==> config.mk <==
export PLATFORM = sky130hd
export DESIGN_NAME = led_decoder_seq
export DESIGN_NICKNAME = d
export VERILOG_FILES = /design/src/rtl/led_pkg.sv /design/src/rtl/led_prescaler.sv /design/src/rtl/led_decoder_seq.sv
export SDC_FILE = /design/constraint.sdc
export NUM_CORES = 1
export LEC_CHECK = 0
export ABC_AREA = 0
export CORE_ASPECT_RATIO = 0.6
export CORE_MARGIN = 1
export CORE_UTILIZATION = 48
export CTS_CLUSTER_SIZE = 40
export DETAILED_ROUTE_END_ITERATION = 16
export PLACE_DENSITY_LB_ADDON = 0.15
export SLEW_MARGIN = 20
export SYNTH_ARGS = -nofsm -noshare
export SYNTH_HDL_FRONTEND = slang
export SYNTH_SLANG_ARGS = --single-unit
==> constraint.sdc <==
create_clock -name clk -period 2.2 [get_ports clk]
set_input_delay 0.33 -clock clk [delete_from_list [all_inputs] [get_ports clk]]
set_output_delay 0.33 -clock clk [all_outputs]
set_load 0.005 [all_outputs]
==> src/rtl/led_pkg.sv <==
`default_nettype none
// ============================================================================
// Module  : led_pkg
// Brief   : Shared types, enable code and LED polarity helper for led_decoder_seq
// Rev     : 1.0 - initial release
// ============================================================================
package led_pkg;

   typedef enum logic [1:0] {
      MODE_ONEHOT = 2'd0,
      MODE_THERM  = 2'd1,
      MODE_BLINK  = 2'd2,
      MODE_CHASE  = 2'd3
   } mode_e;

   localparam logic [2:0] EN_CODE = 3'b100;

   // Maps one active-high LED bit onto the pin polarity of the bank.
   function automatic logic pat(input logic x, input logic active_low);
      return x ^ active_low;
   endfunction

endpackage
`default_nettype wire

==> src/rtl/led_prescaler.sv <==
`default_nettype none
// ============================================================================
// Module  : led_prescaler
// Brief   : Free-running cycle divider producing a one-cycle tick every BLINK_DIV
// Rev     : 1.0 - initial release
// ============================================================================
module led_prescaler #(
   parameter int BLINK_DIV = 4
) (
   input  logic clk,
   input  logic rst,
   input  logic clr,
   output logic tick
);

   localparam int CNT_W = (BLINK_DIV > 2) ? $clog2(BLINK_DIV) : 1;
   localparam logic [CNT_W-1:0] c_last = CNT_W'(BLINK_DIV - 1);

   logic [CNT_W-1:0] r_cnt;

   // clr dominates so a restart and a terminal count never both act
   assign tick = !clr && (r_cnt == c_last);

   always_ff @(posedge clk or negedge rst) begin
      if (!rst) begin
         r_cnt <= '0;
      end else if (clr || tick) begin
         r_cnt <= '0;
      end else begin
         r_cnt <= r_cnt + CNT_W'(1);
      end
   end

endmodule
`default_nettype wire

==> src/rtl/led_decoder_seq.sv <==
`default_nettype none
// ============================================================================
// Module  : led_decoder_seq
// Brief   : Registered select-to-LED decoder with one-hot, bar, blink and chase
// Rev     : 1.0 - initial release
// ============================================================================
module led_decoder_seq
   import led_pkg::*;
#(
   parameter int SEL_W      = 3,
   parameter int BLINK_DIV  = 4,
   parameter int ACTIVE_LOW = 1
) (
   input  logic                  clk,
   input  logic                  rst,
   input  logic [2:0]            enable,
   input  logic [1:0]            mode,
   input  logic [SEL_W-1:0]      switch,
   output logic [(2**SEL_W)-1:0] led
);

   localparam int         LED_W  = 2**SEL_W;
   localparam logic       c_al   = (ACTIVE_LOW != 0);
   localparam logic [LED_W-1:0] c_off  = {LED_W{c_al}};
   localparam logic [LED_W-1:0] c_ones = {LED_W{1'b1}};

   logic             r_phase;
   logic [SEL_W-1:0] r_pos;
   logic [1:0]       r_mode_q;

   logic             w_en;
   logic             w_restart;
   logic             w_tick;
   logic             w_phase_next;
   logic [SEL_W-1:0] w_pos_next;
   logic [SEL_W:0]   w_therm_sh;
   logic [LED_W-1:0] w_raw;
   logic [LED_W-1:0] w_led_next;

   assign w_en      = (enable == EN_CODE);
   assign w_restart = !w_en || (mode != r_mode_q);

   led_prescaler #(
      .BLINK_DIV (BLINK_DIV)
   ) u_prescaler (
      .clk  (clk),
      .rst  (rst),
      .clr  (w_restart),
      .tick (w_tick)
   );

   always_comb begin
      w_phase_next = r_phase;
      w_pos_next   = r_pos;
      if (w_restart) begin
         w_phase_next = 1'b1;
         w_pos_next   = '0;
      end else if (w_tick) begin
         w_phase_next = ~r_phase;
         // pos may sit above a freshly lowered switch; wrap rather than climb
         w_pos_next   = (r_pos >= switch) ? '0 : r_pos + SEL_W'(1);
      end
   end

   // Bar of bits 0..switch: clearing everything above switch keeps switch=max in range
   assign w_therm_sh = {1'b0, switch} + (SEL_W+1)'(1);

   always_comb begin
      w_raw = '0;
      if (w_en) begin
         case (mode_e'(mode))
            MODE_ONEHOT: w_raw = LED_W'(1) << switch;
            MODE_THERM:  w_raw = ~(c_ones << w_therm_sh);
            MODE_BLINK:  w_raw = w_phase_next ? (LED_W'(1) << switch) : '0;
            MODE_CHASE:  w_raw = LED_W'(1) << w_pos_next;
            default:     w_raw = '0;
         endcase
      end
   end

   for (genvar gi = 0; gi < LED_W; gi++) begin : g_pat
      assign w_led_next[gi] = pat(w_raw[gi], c_al);
   end

   always_ff @(posedge clk or negedge rst) begin
      if (!rst) begin
         r_phase  <= 1'b1;
         r_pos    <= '0;
         r_mode_q <= 2'd0;
         led      <= c_off;
      end else begin
         r_phase  <= w_phase_next;
         r_pos    <= w_pos_next;
         r_mode_q <= mode;
         led      <= w_led_next;
      end
   end

endmodule
`default_nettype wire

==> implementation parameters, run 1 <==
Parameter                              Value

Clocking
  CTS tree    done
  Total of hold buffers inserted after clock tree synthesis    0
  Clock-pin transition on the worst setup and hold timing paths    about 0.060 ns
  CTS HTree Levels    1
  Clock root buffer master    sky130_fd_sc_hd__clkbuf_8
  Number of buffers added by the clock tree synthesis step    3
  Clock buffer depth    2
  Insertion delay to the later sink of the worst-skew pair    around 0.25 ns
  Number of sinks handled by clock tree synthesis    16

Global route
  Vias in the first global route    1,048
  Aggregate global routing overflow    0
  Wire length of the first global-routing pass    5360 um
  Number of antenna violations at the first check in global routing    0
  Overall global routing resource usage    between 20% and 30%
  Largest net degree at the start of global routing    17

Layout
  Final standard cell count with taps included and fillers excluded    206
  Final #Nets    200
  Area growth from synthesis to layout    52.3%
  Fraction of final layout cells with drive strength greater than 1    39.2%
  Antenna diode count    0

Routing
  First-pass iteration count of the detailed router    4
  Total vias in the final route    approximately 1,200
  Antenna-violating nets left    0
  Via density per instance    just under 6
  Violation count after the first detailed-route iteration    78
  Drt total wl    approximately 3500 um
  WL per Instance    ~17 um
  Total DRC errors in the routed layout    0

Status
  Violated checks    setup timing
  Run status    complete, but fails checks

Logic synthesis
  Dominant synthesized flop cell    sky130_fd_sc_hd__dfstp_2
  Synth top area share    roughly a fifth
  Gate count after technology mapping    128
  Commonest cells in the synthesized netlist    sky130_fd_sc_hd__ha_1 (13), sky130_fd_sc_hd__a21oi_1 (11), sky130_fd_sc_hd__dfstp_2 (9), sky130_fd_sc_hd__inv_1 (9), sky130_fd_sc_hd__dfrtp_1 (7)
  Most numerous cell in the Yosys netlist    sky130_fd_sc_hd__ha_1
  FFs w/ async S/R, synth    100%
  Part of the Yosys area used for sequential elements    a little over a third
  Synthesized flop and latch total    16
  Cell type contributing the most total cell area after synthesis    sky130_fd_sc_hd__dfstp_2
  Cell variety after synth    41
  Warnings from Yosys    0
  Combined area of all synthesized cells    roughly 0.0012 mm^2
  Net count of the mapped netlist    roughly 150
  Count of flip-flops with a built-in enable after synthesis    0
  Top post-synthesis cells by area    sky130_fd_sc_hd__dfstp_2 (20%), sky130_fd_sc_hd__dfrtp_1 (15%), sky130_fd_sc_hd__ha_1 (14%)
  Post-Syn Area per Cell    between 9 and 10 um^2

Setup path
  Sort of element at the start of the critical path    input pin
  Highest fanout seen on the critical path    3
  Type of element capturing the critical path    flip-flop
  Setup Crit Path Kind    in -> reg
  Crit path DAT    2.57 ns
  CP Data Required Time    around 2.4 ns

STA
  Tcrit/Tclk final    109%
  Final setup violation count    4
  Unrepaired setup endpoints after global routing    true
  Count of endpoints failing hold in the final timing report    0
  Post-route minimum period    2.41 ns
  Slew of the pin with the lowest slew margin    about 0.68 ns
  Number of slew-limit violations in the final report    0
  Worst slew margin    between 50 and 60%
  Minimum setup slack in the final design    -0.207 ns
  Highest achievable clock rate    0.416 GHz
  Clock skew    between 0.002 and 0.003 ns

Floorplanning
  Initial standard-cell utilization of the core    52.4%
  Number of top-level pins    18
  Total core area    about 0.0022 mm^2
  DIE WIDTH    65.9 um
  Vert. Die Dim    between 40 and 50 um
  Number of rows in the core area    13
  DIE AREA    between 0.002 and 0.003 mm^2

Pwr
  Power density over the cells    ~400 mW/mm^2
  Total leakage power    roughly 0.8 nW
  VDD IR max    between 0.2 and 0.3 mV

Placement
  Dpl hpwl    roughly 2500 um
  Post-place setup slack    -0.601 ns
  Placed Instances    196
  Final GP Congestion    between 0.8 and 0.9
  Number of input and output port buffers inserted    17

Min path
  Type of the tightest min-delay check    reg -> reg

Flow run
  Max-cap violations    0
worst max-delay path: stages:
cell and delay, ns:
sky130_fd_sc_hd__clkdlybuf4s50_1 0.47, sky130_fd_sc_hd__or3b_4 0.41, sky130_fd_sc_hd__or3_1 0.37, sky130_fd_sc_hd__o21a_1 0.20
sky130_fd_sc_hd__or4_1 0.47, sky130_fd_sc_hd__a311o_1 0.31
cell type report:
cell class / count / area (um^2)
multi-input cells: 97 / 840
clock buffers: 4 / 55.1
well taps: 30 / 37.5
flip-flops and latches: 16 / 412
fillers: 151 / 453
inverters: 10 / 41.3
repair buffers: 49 / 407
per-layer routing:
metal	global-route usage [%]	vias to the layer above	part of all wire, %
met5	0	-	0
met4	9.24	0	0.68
met3	0.852	4	6.8
met2	47.4	62	45
met1	43.0	565	47
li1	-	566	-
power by group:
part	leakage (nW)	internal [W]	switching (W)	total [W]
combinational	0.563	0.0000696	0.0000791	0.000149
sequential	0.188	0.000303	0.00000212	0.000305
clock	0.0288	0.000159	0.0000977	0.000256
logic make-up after synthesis:
kind of cell    after synthesis  synth area share, %
simple gates                 42                 21.2
xor+xnor                      3                 2.23
compound gates               39                 22.9
fa+ha+maj                    13                 13.8
flops                        16                 35.0
buf+inv                      15                 4.89
flip-flops by register name, indices dropped and copies added, names as in the netlist:
register,flops
led,8
r_mode_q,2
r_phase,1
r_pos,3
u_prescaler.r_cnt,2
final timing paths:
kind / slack, ns / startpoint / end / cells after the start
max: -0.21 / enable[2] / led[4]$_DFF_PN1_ / 6
min: 0.44 / u_prescaler.r_cnt[0]$_DFF_PN0_ / u_prescaler.r_cnt[0]$_DFF_PN0_ / 1
max reg2reg: -0.18 / r_pos[0]$_DFF_PN0_ / led[4]$_DFF_PN1_ / 8
min reg2reg: 0.44 / u_prescaler.r_cnt[0]$_DFF_PN0_ / u_prescaler.r_cnt[0]$_DFF_PN0_ / 1
max in group asynchronous: 1.27 / rst / r_mode_q[1]$_DFF_PN0_ / 1
min in group asynchronous: 0.50 / rst / u_prescaler.r_cnt[0]$_DFF_PN0_ / 1
placed cells by master (no fill, tap or decap), types with 3 or more instances in the layout:
cell / instances
sky130_fd_sc_hd__dfrtp_1: 7
sky130_fd_sc_hd__nand2_1: 5
sky130_fd_sc_hd__or2_2: 3
sky130_fd_sc_hd__nand2b_1: 3
sky130_fd_sc_hd__clkbuf_8: 4
sky130_fd_sc_hd__dfstp_2: 9
sky130_fd_sc_hd__nor2_1: 5
sky130_fd_sc_hd__inv_2: 3
sky130_fd_sc_hd__a311o_1: 3
sky130_fd_sc_hd__buf_4: 32
sky130_fd_sc_hd__a21oi_1: 11
sky130_fd_sc_hd__a31oi_1: 5
sky130_fd_sc_hd__ha_1: 10
sky130_fd_sc_hd__dlygate4sd2_1: 3
sky130_fd_sc_hd__o21ai_0: 3
sky130_fd_sc_hd__o211ai_1: 4
sky130_fd_sc_hd__inv_1: 6
sky130_fd_sc_hd__clkdlybuf4s50_1: 14
sky130_fd_sc_hd__nor2b_1: 4
sky130_fd_sc_hd__ha_4: 3
sky130_fd_sc_hd__nand3_1: 4
sky130_fd_sc_hd__nor3b_1: 3
stage by stage:
step	TNS, ns	power [W]	util, %	hold WS [ns]	area [um^2]
3_3_place_gp	-3.50	0.000446	72.5	0.426	1630
5_1_grt	-0.875	0.000731	79.8	0.471	1790
6_report	-0.352	0.000710	79.8	0.439	1790
2_1_floorplan	-0.0122	0.000382	-	0.0344	1250
4_1_cts	-0.323	0.000704	78.9	0.445	1770
3_5_place_dp	-3.85	0.000449	72.5	0.435	1630
repair_timing:
action,in CTS,in global routing
setup buffers,6,0
resized for setup,12,4
endpoints found under the setup margin,8,8
pin swaps,7,3
Note: power is estimated with default switching activity, not from simulation.
==> run 2: changes to the inputs <==
- SLEW_MARGIN: 20 -> 5
==> results of run 2 <==
The final DEF is identical to that of run 1; final timing and power are the same.
==> run 3: changes to the inputs <==
- ABC_AREA: 0 -> default
- MAX_ROUTING_LAYER: default -> met4
==> run 3 against run 2 <==
The run still ends with setup timing left. Clock-buffer cell count did not move. Final cell count shrank 1.9%. Largest cell class unchanged. Non-clock buffer count shrank 4. Wire length up 15%. Critical endpoint unchanged. Worst hold slack gained 0.0061 ns.
==> implementation parameters, run 3 (synthesized netlist as in run 1, its figures left out) <==
Parameter                              Value

Status
  Run status    complete, but fails checks
  Violated checks    setup timing

Layout
  Fraction of final layout cells with drive strength greater than 1    40.7%
  Filler Cell Count    roughly 150
  Fraction of the core area covered by cells at the end of the flow    between 80% and 90%
  Antenna diode count    0
  Final #Nets    196
  Top Registers    led (8), r_pos (3)
  Most common cell after layout, fill and taps aside    sky130_fd_sc_hd__buf_4
  Flip-flop and latch area    around 410 um^2
  Largest register FFs    8
  Area growth from synthesis to layout    53.4%
  Post-route cell area    ~0.0018 mm^2
  Commonest non-fill, non-tap cells in the layout    sky130_fd_sc_hd__buf_4 (26), sky130_fd_sc_hd__clkdlybuf4s50_1 (11), sky130_fd_sc_hd__a21oi_1 (10), sky130_fd_sc_hd__ha_1 (10), sky130_fd_sc_hd__dfstp_2 (9)
  Area used by multi-input combinational logic    ~860 um^2
  Register ranked first by flip-flop count    led

Flow run
  Max-cap violations    0

Global route
  GRT Max-Usage Layer    met2
  Wire length of the first global-routing pass    approximately 5500 um
  Number of antenna violations at the first check in global routing    0
  Vias in the first global route    roughly 1,100
  Overall global routing resource usage    31.0%
  Aggregate global routing overflow    0
  Global-route met2 utilization    between 50% and 60%
  Largest net degree at the start of global routing    17
  Met1 Use GR    about two fifths
  Met3 Track Usage GR    under 10%

Routing
  Via density per instance    just over 6
  WL per Instance    around 20 um
  Total vias in the final route    around 1,200
  Antenna-violating nets left    0
  Drt total wl    between 4000 and 5000 um
  Total DRC errors in the routed layout    0
  First-pass iteration count of the detailed router    4
  Violation count after the first detailed-route iteration    about 110

Clocking
  Clock-pin transition on the worst setup and hold timing paths    roughly 0.06 ns
  Number of buffers added by the clock tree synthesis step    3
  Total of hold buffers inserted after clock tree synthesis    0
  CTS tree    done
  Insertion delay to the later sink of the worst-skew pair    0.25 ns
  CTS HTree Levels    1
  Clock buffer depth    2
  Number of sinks handled by clock tree synthesis    16
  Clock root buffer master    sky130_fd_sc_hd__clkbuf_8

Floorplanning
  Vert. Die Dim    between 40 and 50 um
  DIE AREA    0.00266 mm^2
  Initial standard-cell utilization of the core    52.4%
  Total core area    around 0.0022 mm^2
  Number of top-level pins    18
  DIE WIDTH    65.9 um
  Number of rows in the core area    13

STA
  Post-route minimum period    2.40 ns
  Slew of the pin with the lowest slew margin    roughly 0.71 ns
  Highest achievable clock rate    ~0.42 GHz
  Minimum setup slack in the final design    -0.203 ns
  Worst slew margin    a little over half
  Tcrit/Tclk final    109%
  Count of endpoints failing hold in the final timing report    0
  Unrepaired setup endpoints after global routing    true
  Number of slew-limit violations in the final report    0
  Clock skew    0.00235 ns
  Final setup violation count    5

Setup path
  Setup slack of the worst register-to-register path    -0.20 ns
  Sort of element at the start of the critical path    flip-flop
  Highest fanout seen on the critical path    4
  Type of element capturing the critical path    flip-flop
  Crit path DAT    ~2.6 ns
  CP Data Required Time    2.38 ns
  R2R cell count    8
  FF-to-FF Start    r_pos[0]$_DFF_PN0_
  Worst R2R End    led[4]$_DFF_PN1_
  Capture point of the critical path    led[4]$_DFF_PN1_
  Setup Crit Path Kind    reg -> reg
  Start point of the critical path    r_pos[0]$_DFF_PN0_

Pwr
  Switching portion of total power    26.5%
  P_sw    roughly 0.00019 W
  Share of total power in sequential cells    a little over two fifths
  Clock network power share    a little over a third
  Power density over the cells    402 mW/mm^2
  Total internal power    approximately 0.00053 W
  VDD IR max    0.215 mV
  Total leakage power    roughly 0.80 nW
  Share of total power in combinational logic    21.5%

Min path
  Type of the tightest min-delay check    in -> reg
  Worst hold stages    3

Placement
  Dpl hpwl    2850 um
  Dpl cell area    about 0.0016 mm^2
  Final GP Congestion    about 0.9
  Number of input and output port buffers inserted    17
## run 3: cell types whose count changed in the layout (fill, tap and decap cells not counted), sizes merged
cell / before / now
clkdlybuf4s15: 0 / 1
dlygate4sd2: 3 / 2
dlymetal6s2s: 0 / 3
clkdlybuf4s50: 14 / 11
buf: 32 / 28
## run 3: timing repair
action / in CTS / in global routing
resized for setup: 11 / 18
setup endpoints to repair: 8 / 8
pin swaps: 4 / 8
buffers inserted: 0 / 1
## run 3: per-stage QoR
stage / setup TNS, ns / hold slack [ns] / setup WS (ns) / power (W) / instances
finish: -0.477 / 0.445 / -0.203 / 0.000725 / 202
global route: -0.817 / 0.458 / -0.249 / 0.000743 / 202
CTS: -0.294 / 0.447 / -0.142 / 0.000712 / 202
detailed placement: -4.35 / 0.438 / -0.647 / 0.000451 / 198
global placement: -3.85 / 0.426 / -0.582 / 0.000447 / 198
floorplan: -0.0122 / 0.0344 / -0.0122 / 0.000382 / 128
## run 3: worst min path at each step
stage                                               from                        endpoint  slack (ns)
after floorplan                                      rst           r_mode_q[0]$_DFF_PN0_        0.03
after global placement    u_prescaler.r_cnt[0]$_DFF_PN0_  u_prescaler.r_cnt[0]$_DFF_PN0_        0.43
after detailed placement  u_prescaler.r_cnt[0]$_DFF_PN0_  u_prescaler.r_cnt[0]$_DFF_PN0_        0.44
after CTS                 u_prescaler.r_cnt[0]$_DFF_PN0_  u_prescaler.r_cnt[0]$_DFF_PN0_        0.45
after global routing                           enable[1]                led[0]$_DFF_PN1_        0.46
final                                          enable[1]                led[0]$_DFF_PN1_        0.45
## run 3: final cells by class
type,instances,area share [%]
multi-input combinational,97,47.9
sequential,16,22.9
timing repair buffer,45,21.8
clock buffer,4,3.05
inverter,10,2.29
tap,30,2.08
## run 3: metal layers
metal	wire length, um	part of all wire (%)
met1	1750	43
met2	1710	42
met3	418	10
met4	161	4.0
met5	0	0
## run 3: power groups by stage
stage / Clock [W] / Combinational (W) / Sequential, W
after detailed placement: 0 / 0.000141 / 0.000310
final: 0.000264 / 0.000156 / 0.000305
after floorplan: 0 / 0.0000725 / 0.000310
after CTS: 0.000264 / 0.000143 / 0.000305
after global placement: 0 / 0.000138 / 0.000309
after global routing: 0.000274 / 0.000164 / 0.000305
## run 3: worst max-delay path, cell delays in order (launching register included)
cell	delay (ns)
sky130_fd_sc_hd__dfrtp_1	0.40
sky130_fd_sc_hd__inv_2	0.07
sky130_fd_sc_hd__ha_4	0.25
sky130_fd_sc_hd__nand2b_4	0.16
sky130_fd_sc_hd__a211oi_2	0.10
sky130_fd_sc_hd__o31ai_2	0.46
sky130_fd_sc_hd__inv_2	0.09
sky130_fd_sc_hd__or4_1	0.51
sky130_fd_sc_hd__a311o_1	0.29
